## config.mk

```make
export PLATFORM = sky130hd
export DESIGN_NAME = common_bus_arbiter_flat
export DESIGN_NICKNAME = d
export VERILOG_FILES = /design/src/rtl/common_bus_arbiter_if.sv /design/src/rtl/common_bus_arbiter.sv /design/src/flat_wrapper.sv
export SDC_FILE = /design/constraint.sdc
export NUM_CORES = 1
export LEC_CHECK = 0
export ABC_AREA = 1
export CORE_MARGIN = 1.5
export CORE_UTILIZATION = 51
export DETAILED_ROUTE_END_ITERATION = 12
export HOLD_SLACK_MARGIN = 0.1
export PLACE_DENSITY = 0.81
export SETUP_SLACK_MARGIN = 0.05
export SLEW_MARGIN = 20
export SYNTH_ARGS = -nofsm -noshare
export SYNTH_HDL_FRONTEND = slang
export SYNTH_SLANG_ARGS = --single-unit
```

## constraint.sdc

```tcl
create_clock -name clock -period 1.9 [get_ports clock]
set_clock_uncertainty 0.1 [all_clocks]
set_input_delay 0.285 -clock clock [delete_from_list [all_inputs] [get_ports clock]]
set_output_delay 0.285 -clock clock [all_outputs]
set_load 0.005 [all_outputs]
```

## src/rtl/common_bus_arbiter_if.sv

```systemverilog
// common_bus_arbiter_if: groups the request/grant signals shared by the
// bus masters and the common_bus_arbiter.
//
// Handshake: req[i] is a level request held by master i until it is served.
// grant[i] is a registered one-hot grant that stays high while master i owns
// the bus. A master releases the bus by dropping req[i]. The arbiter
// withdraws grant for exactly one dead cycle between any two owners.
// lock[i] is looked at only while master i is the owner, and blocks forced
// release. owner_id selects the bus driver mux. bus_valid mirrors |grant.
// preempt flags the dead cycle that follows a forced release.
// dbg_state exposes the arbiter FSM state: 0=IDLE, 1=GRANT, 2=TURNAROUND.
interface common_bus_arbiter_if #(
    parameter int NUM_REQ = 4
);
    localparam int ID_W = $clog2(NUM_REQ);

    logic [NUM_REQ-1:0] req;
    logic [NUM_REQ-1:0] lock;
    logic [NUM_REQ-1:0] grant;
    logic [ID_W-1:0]    owner_id;
    logic               bus_valid;
    logic               preempt;
    logic [1:0]         dbg_state;

    // Arbiter side.
    modport slave (
        input  req,
        input  lock,
        output grant,
        output owner_id,
        output bus_valid,
        output preempt,
        output dbg_state
    );

    // Requesting-master side.
    modport master (
        output req,
        output lock,
        input  grant,
        input  owner_id,
        input  bus_valid,
        input  preempt,
        input  dbg_state
    );
endinterface

```

## src/rtl/common_bus_arbiter.sv

```systemverilog
// common_bus_arbiter: shares the 8-bit common data bus among NUM_REQ masters.
// One owner at a time, a one-cycle dead turnaround between owners, and forced
// release of an owner that holds the bus for MAX_HOLD cycles while someone
// else is waiting, unless that owner asserts lock.
//
// Build option: BUS_ARB_FIXED_PRI_EN selects fixed priority, where the lowest
// index wins. When it is not defined, the arbiter uses round-robin starting
// after the last owner.
module common_bus_arbiter #(
    parameter int NUM_REQ  = 4,
    parameter int MAX_HOLD = 8
) (
    input  logic                 clock,
    input  logic                 reset,
    common_bus_arbiter_if.slave  bus
);
    localparam int ID_W   = $clog2(NUM_REQ);
    localparam int HOLD_W = $clog2(MAX_HOLD);
    localparam logic [HOLD_W-1:0] HOLD_LAST = HOLD_W'(MAX_HOLD - 1);

    typedef enum logic [1:0] {
        S_IDLE  = 2'd0,
        S_GRANT = 2'd1,
        S_TURN  = 2'd2
    } state_t;

    state_t              state_q,   state_d;
    logic [NUM_REQ-1:0]  grant_q,   grant_d;
    logic [ID_W-1:0]     owner_q,   owner_d;
    logic                valid_q,   valid_d;
    logic                preempt_q, preempt_d;
    logic [HOLD_W-1:0]   hold_q,    hold_d;
    logic [ID_W-1:0]     winner;
    logic                any_req;
    logic                owner_req;
    logic                others_req;

`ifdef BUS_ARB_FIXED_PRI_EN
    // Fixed priority: the lowest set index wins.
    function automatic logic [ID_W-1:0] arbitrate(input logic [NUM_REQ-1:0] r);
        logic [ID_W-1:0] k;
        arbitrate = '0;
        for (int i = NUM_REQ - 1; i >= 0; i--) begin
            k = ID_W'(i);
            if (r[k]) begin
                arbitrate = k;
            end
        end
    endfunction
`else
    logic [ID_W-1:0] last_q, last_d;

    // Round-robin: the search starts just after the last owner and wraps.
    function automatic logic [ID_W-1:0] arbitrate(input logic [NUM_REQ-1:0] r,
                                                  input logic [ID_W-1:0]    last);
        logic            found;
        logic [ID_W-1:0] k;
        arbitrate = '0;
        found     = 1'b0;
        for (int i = 0; i < NUM_REQ; i++) begin
            k = ID_W'((int'(last) + 1 + i) % NUM_REQ);
            if (!found && r[k]) begin
                arbitrate = k;
                found     = 1'b1;
            end
        end
    endfunction
`endif

    // Arbitration inputs. Only the owner's bits of req and lock steer a GRANT
    // decision, except for the pre-emption check on the saturated count.
    always_comb begin
`ifdef BUS_ARB_FIXED_PRI_EN
        winner = arbitrate(bus.req);
`else
        winner = arbitrate(bus.req, last_q);
`endif
        any_req    = |bus.req;
        owner_req  = bus.req[owner_q];
        others_req = |(bus.req & ~grant_q);
    end

    // Next-state and next-output logic for the grant FSM.
    always_comb begin
        state_d   = state_q;
        grant_d   = grant_q;
        owner_d   = owner_q;
        valid_d   = valid_q;
        preempt_d = 1'b0;
        hold_d    = hold_q;
`ifndef BUS_ARB_FIXED_PRI_EN
        last_d    = last_q;
`endif
        case (state_q)
            S_IDLE, S_TURN: begin
                if (any_req) begin
                    state_d = S_GRANT;
                    grant_d = NUM_REQ'(1) << winner;
                    owner_d = winner;
                    valid_d = 1'b1;
                    hold_d  = '0;
                end else begin
                    state_d = S_IDLE;
                    grant_d = '0;
                    owner_d = '0;
                    valid_d = 1'b0;
                end
            end
            S_GRANT: begin
                // A normal release takes precedence over pre-emption. The lock
                // bit is sampled at the same edge as the saturated count, so if
                // lock rises on that cycle, it wins.
                if (!owner_req ||
                    (hold_q == HOLD_LAST && !bus.lock[owner_q] && others_req)) begin
                    state_d   = S_TURN;
                    grant_d   = '0;
                    owner_d   = '0;
                    valid_d   = 1'b0;
                    preempt_d = owner_req;
`ifndef BUS_ARB_FIXED_PRI_EN
                    last_d    = owner_q;
`endif
                end else if (hold_q != HOLD_LAST) begin
                    hold_d = hold_q + HOLD_W'(1);
                end
            end
            default: begin
                state_d = S_IDLE;
                grant_d = '0;
                owner_d = '0;
                valid_d = 1'b0;
                hold_d  = '0;
            end
        endcase
    end

    // State and registered outputs. Reset clears the bus immediately, even in
    // the middle of a grant.
    always_ff @(posedge clock or posedge reset) begin
        if (reset) begin
            state_q   <= S_IDLE;
            grant_q   <= '0;
            owner_q   <= '0;
            valid_q   <= 1'b0;
            preempt_q <= 1'b0;
            hold_q    <= '0;
`ifndef BUS_ARB_FIXED_PRI_EN
            last_q    <= ID_W'(NUM_REQ - 1);
`endif
        end else begin
            state_q   <= state_d;
            grant_q   <= grant_d;
            owner_q   <= owner_d;
            valid_q   <= valid_d;
            preempt_q <= preempt_d;
            hold_q    <= hold_d;
`ifndef BUS_ARB_FIXED_PRI_EN
            last_q    <= last_d;
`endif
        end
    end

    assign bus.grant     = grant_q;
    assign bus.owner_id  = owner_q;
    assign bus.bus_valid = valid_q;
    assign bus.preempt   = preempt_q;
    assign bus.dbg_state = state_q;

endmodule

```

## src/flat_wrapper.sv

```systemverilog
// flat-port wrapper written by rule: the top's interface ports become plain ports
module common_bus_arbiter_flat 
#(
    parameter int NUM_REQ  = 4,
    parameter int MAX_HOLD = 8
)
  (clock, reset, bus_req, bus_lock, bus_grant, bus_owner_id, bus_bus_valid, bus_preempt, bus_dbg_state);
  common_bus_arbiter_if #(.NUM_REQ(NUM_REQ)) bus_i ();
  input  logic clock;
  input  logic reset;
  input wire logic [$bits(bus_i.req)-1:0] bus_req;
  input wire logic [$bits(bus_i.lock)-1:0] bus_lock;
  output wire logic [$bits(bus_i.grant)-1:0] bus_grant;
  output wire logic [$bits(bus_i.owner_id)-1:0] bus_owner_id;
  output wire logic [$bits(bus_i.bus_valid)-1:0] bus_bus_valid;
  output wire logic [$bits(bus_i.preempt)-1:0] bus_preempt;
  output wire logic [$bits(bus_i.dbg_state)-1:0] bus_dbg_state;
  assign bus_i.req = bus_req;
  assign bus_i.lock = bus_lock;
  assign bus_grant = bus_i.grant;
  assign bus_owner_id = bus_i.owner_id;
  assign bus_bus_valid = bus_i.bus_valid;
  assign bus_preempt = bus_i.preempt;
  assign bus_dbg_state = bus_i.dbg_state;
  common_bus_arbiter #(.NUM_REQ(NUM_REQ), .MAX_HOLD(MAX_HOLD)) u_core (.clock(clock), .reset(reset), .bus(bus_i));
endmodule
```

=== Word level (Yosys, flattened, before mapping) ===
Cells that the tools add are included.

* Bits in writable memories: 0
* ROM bits: 0
* Output and inout port bits: 10
* Bits in registers: 15
* Memories kept: 0
* Latch bits: 0

* Reductions and logical operators: 17
* Multiply operators: 0
* Add/sub/neg operators: 5
* Div/mod/pow operators: 0
* Bitwise gates (word level): 2
* Equality and inequality tests: 8
* Muxes and demuxes: 37
* Shift-type cells: 1
* $lt $le $gt $ge: 5

{| class="wikitable"
|+ Operator list
! cell !! number
|-
| 2-bit by 3-bit less-than comparator with 1-bit output (second input constant) || 5
|-
| 1-bit 2-to-1 mux || 14
|-
| 2-bit 2-to-1 mux || 7
|-
| 1-bit binary-select mux with 2-bit select || 6
|-
| 3-bit 2-to-1 mux || 3
|-
| 4-bit 2-to-1 mux || 2
|-
| 2-bit one-hot mux with 2 select lines || 2
|-
| 4-bit one-hot mux with 2 select lines || 1
|-
| 4-bit OR reduction || 2
|-
| 2-bit by 1-bit != test with 1-bit output (second input constant) || 3
|-
| 3-bit one-hot mux with 2 select lines || 1
|-
| 1-bit logical AND || 5
|-
| 1-bit logical NOT || 5
|-
| 2-bit by 1-bit adder with 2-bit output (second input constant) || 2
|-
| 2-bit adder (second input constant) || 2
|-
| 4-bit AND || 1
|-
| 4-bit inverter || 1
|-
| 1-bit by 2-bit left shift with 4-bit output (first input constant) || 1
|-
| 3-bit by 1-bit adder with 3-bit output (second input constant) || 1
|-
| 3-bit equality test (second input constant) || 1
|-
| 3-bit != test (second input constant) || 1
|-
| 3-bit AND reduction || 1
|-
| 2-bit by 1-bit equality test with 1-bit output (second input constant) || 1
|-
| 2-bit equality test (second input constant) || 1
|-
| 6 further kinds || 6
|}

=== Logic depth before layout (Yosys ltp) ===
* Depth after elaboration: 16
* Gate-level depth with buffers: 13
* Mapped depth without buffers: 12

=== Least setup slack after synthesis ===
OpenSTA, ideal clock, no wires.

* Path kind: reg2reg
* Start point: reg u_core.last_q[1]
* End point: reg u_core.grant_q[1] (netlist: u_core.bus.grant[1])
* Library setup time: 0.117 ns
* Setup slack: 0.309 ns
* Clock period less this slack: 1.591 ns
* Arrival: 1.373 ns
* Cell stages (with the launch flop): 13
* Path buffers: 1
* Path through: dfstp_2 > buf_6 > inv_2 > nand2_1 > nand2_1 > nand2_4 > nand2_4 > nand2_1 > o21ai_1 > nand2_1 > nand3_2 > nand3_1 > nand2_1

* Longest elaborated chain between the ends: 16
* Elaborated cells between the ends (all ways): 28
* Those cells by class: add/sub: 4; shift: 1; mux: 17; reduce/logical: 6

{| class="wikitable"
|+ Ends and longest elaborated chain
! item !! RTL line !! text
|-
| start, declared || common_bus_arbiter.sv:51 || <nowiki>logic [ID_W-1:0] last_q, last_d;</nowiki>
|-
| start signal, assigned || common_bus_arbiter.sv:148 || <nowiki>last_q <= ID_W'(NUM_REQ - 1);</nowiki>
|-
| start signal, assigned || common_bus_arbiter.sv:158 || <nowiki>last_q <= last_d;</nowiki>
|-
| 2-bit by 1-bit adder with 2-bit output (*) || common_bus_arbiter.sv:61 || <nowiki>k = ID_W'((int'(last) + 1 + i) % NUM_REQ);</nowiki>
|-
| branches (longest 11 deep; another with 2-bit adder) || - ||
|-
| 2-bit 2-to-1 mux (*) || common_bus_arbiter.sv:62 || <nowiki>if (!found && r[k]) begin</nowiki>
|-
| 1-bit by 2-bit left shift with 4-bit output (*) || common_bus_arbiter.sv:98 || <nowiki>grant_d = NUM_REQ'(1) << winner;</nowiki>
|-
| 4-bit 2-to-1 mux (*) || common_bus_arbiter.sv:96 || <nowiki>if (any_req) begin</nowiki>
|-
| 4-bit one-hot mux with 2 select lines (*) || common_bus_arbiter.sv:94 || <nowiki>case (state_q)</nowiki>
|-
| end signal, assigned || common_bus_arbiter.sv:152 || <nowiki>grant_q <= grant_d;</nowiki>
|-
| end, declared || common_bus_arbiter.sv:28 || <nowiki>logic [NUM_REQ-1:0] grant_q, grant_d;</nowiki>
|}

Mark *: on every way between the ends. The select of a mux whose other input is x is not followed.
A chain may end at the register's enable or synchronous reset.

=== Final worst setup path ===
* Start point: reg u_core.last_q[0]
* End point: reg u_core.grant_q[2] (netlist: u_core.bus.grant[2])

Same word-level chain as after synthesis.

==> summary.txt <==
Yosys
  • Flip-flop and latch count after synthesis: 14
  • Yosys warns: 0
  • Leading area contributor after synthesis: dfrtp_1
  • Sequential area share after synthesis: 0.328
  • Post-synth top area share: 0.279
  • Unique masters post-synth: 27
  • Cells after synthesis: ~160
  • Count leader, synth: nand2_1
  • Area contributors post-synth: dfrtp_1, nand2_1, nand3_1
  • Post-Syn Nets: 176
  • Post-synth EDFFs: 0
  • Most frequent cells after synthesis: nand2_1, inv_1, nand3_1
  • Prevailing post-synth register cell: dfrtp_1
  • Syn Area/Cell: 6.55 µm²
  • Cell Area, Synth: 0.00107 mm²
  • Ys async rst share: 1.00

STA
  • Slew of the pin with the lowest slew margin: 0.554 ns
  • Max Slew Vio Count: 0
  • Hold Worst Slack: 0.242 ns
  • Slew Limit Headroom: 0.631
  • Fin. Hold Viols: 0
  • Setup ws final: 0.00399 ns
  • Final cycle utilization of the critical path: 0.998
  • Setup TNS Final: 0 ns
  • RSZ-0062 raised after global routing: true
  • Final min period: ~1.9 ns
  • Max Fclk: 527 MHz
  • Endpoints failing setup: 0

Cells and area
  • Non-filler cells, final: 232
  • Final Util: 0.811
  • Layout overhead on the synthesized area: 49.5%
  • NumNets Final: 218
  • Diode count: 0
  • Layout cell share with drive strength beyond 1: 0.366

Detailed routing
  • Pre-Repair DR Iteration Count: 5
  • Initial DRC Count: 46
  • Wire length per cell: between 10 and 15 µm
  • Vias per cell: 5.59
  • Routed Antenna Nets: 0
  • Vias: 1,296
  • Final WL: 3.44 mm
  • DRC: 0

Clock network
  • Hold-fix buffers, CTS: 0
  • Sink Count: 14
  • CTS tree: yes
  • Longest Clk Path Bufs: 2
  • Register clock-pin slew on the reported worst setup and hold paths: 0.09 ns
  • Root buffer cell: clkbuf_4
  • Worst skew pair latency: about 0.28 ns
  • CTS buffer count: 3
  • H-tree level count: 1

Placement
  • Dpl ws: -0.0820 ns
  • Cells after DPL: ~220
  • Gpl congestion: roughly 0.92
  • Dpl hpwl: between 2 and 2.5 mm
  • Port bufs: 19

Critical path
  • CP required: 2.01 ns
  • Critical path depth: 11
  • R2r worst-path depth: 11
  • Crit-path max cell delay: a little over 0.6 ns
  • CP max-delay cell: dfstp_2
  • Arr. time, crit path: 2.00 ns
  • Cell chain of the critical path: clkinv_4 -> buf_6 -> nand2_1 -> nand3_1 -> nand2_2 -> nand4_1 -> nand2_2 -> inv_2 -> nand2_2 -> nand2_2 -> o21ai_2
  • CP Launch Type: flop
  • CP dominant cell by count: nand2_2
  • Critical path class: flop to flop
  • WP buf/inv: 3
  • CP top delay family: simple AND/OR/NAND/NOR gates
  • Worst Path Max Fanout: 7
  • Crit end category: flop

Floorplanning
  • Overall die width: between 40 and 50 µm
  • Io pins: 20
  • Initial Utilization: 0.542
  • Die area: 0.00239 mm²
  • Vert. Die Dim: 48.9 µm
  • Core Rows: 16
  • CORE AREA: 0.00198 mm²

GRT
  • GRT Util Overall: 0.256
  • Vias in the first global route: 1,128
  • Overflow after GRT: 0
  • Global-route wire length before repair: 4.87 mm
  • Initial antenna violation count: 0
  • Largest net degree at the start of global routing: 15

Flow run
  • Max Cap Viol: 0

Power
  • Peak VDD IR: roughly 0.0010 V
  • Pleak: around 0.83 nW
  • Power per cell area: 1560 mW/mm²

Status
  • Status: finished clean

Hold path
  • Hold crit path type: primary input to asynchronous set/reset pin
==> state kept, by name (all words and copies together) (netlist names) <==
register	cells
u_core.bus.grant	4
u_core.hold_q	3
u_core.bus.owner_id	2
u_core.last_q	2
u_core.bus.bus_valid	1
u_core.bus.dbg_state	1
u_core.bus.preempt	1
==> final timing paths <==
path | from | to | slack (ns)
min in group clock | u_core.hold_q[0] | u_core.hold_q[0] | 0.40
max reg2reg | u_core.last_q[0] | u_core.bus.grant[2] | 0.004
max | u_core.last_q[0] | u_core.bus.grant[2] | 0.004
min | reset | u_core.bus.dbg_state[1] | 0.24
min reg2reg | u_core.hold_q[0] | u_core.hold_q[0] | 0.40
max in group asynchronous | reset | u_core.last_q[1] | 1.09
==> worst register-to-register path: cells and delay by family, from the launching register on <==
| family | cells | cell delay (ns) |
|---|---|---|
| buffers and inverters | 3 | 0.31 |
| AO/OA/AOI/OAI | 1 | 0.13 |
| AND/OR/NAND/NOR | 7 | 0.67 |
| flip-flops | 1 | 0.62 |
==> metal layers <==
| metal | routed length, µm | track usage |
|---|---|---|
| met1 | 1370 | 0.310 |
| met3 | 212 | 0.0215 |
| met2 | 1660 | 0.475 |
| met4 | 197 | 0.0857 |
| met5 | 0 | 0 |
==> layout make-up <==
class	instances	area (µm²)
multi-input cells	125	724
repair buffers	41	375
fillers	120	375
flip-flops and latches	14	353
inverters	21	83.8
clock buffers	4	36.3
well taps	27	33.8
==> cells by family (layout without fill, tap and decap cells) <==
logic type / Yosys count / in the layout / share of synthesized area
simple gates: 109 / 109 / 0.467
buf+inv: 25 / 66 / 0.108
compound gates: 14 / 14 / 0.0733
flops: 14 / 14 / 0.328
fa+ha+maj: 2 / 2 / 0.0233
==> timing repair <==
item,CTS,global route
gates resized for setup,0,40
setup buffers,0,12
setup endpoints to repair,0,8
==> per-stage QoR <==
stage          total power [mW]  area, µm²
2_1_floorplan              1.38       1070
3_3_place_gp               1.74       1350
3_5_place_dp               1.78       1350
4_1_cts                    2.01       1390
5_1_grt                    2.69       1610
6_report                   2.50       1610
==> where the power goes <==
group          switching (mW)  internal (mW)  total (mW)
Combinational            1.01          0.760        1.77
Clock                   0.102          0.117       0.219
Sequential              0.108          0.404       0.512
==> layout by cell type (no fill, tap or decap), types with 2 or more instances in the layout <==
| cell type | instances |
|---|---|
| o21ai_1 | 6 |
| buf_6 | 2 |
| nor2_2 | 3 |
| nand2_1 | 53 |
| ha_1 | 2 |
| o21ai_2 | 3 |
| nor2_4 | 2 |
| nand3_1 | 12 |
| nand3_2 | 4 |
| nand4_1 | 3 |
| buf_4 | 19 |
| nand2_2 | 18 |
| nor2_1 | 2 |
| clkdlybuf4s50_1 | 19 |
| clkbuf_4 | 3 |
| inv_2 | 4 |
| nand2_4 | 7 |
| dfstp_2 | 2 |
| inv_1 | 16 |
| dfrtp_1 | 12 |
Note: power is estimated with default switching activity, not from simulation.
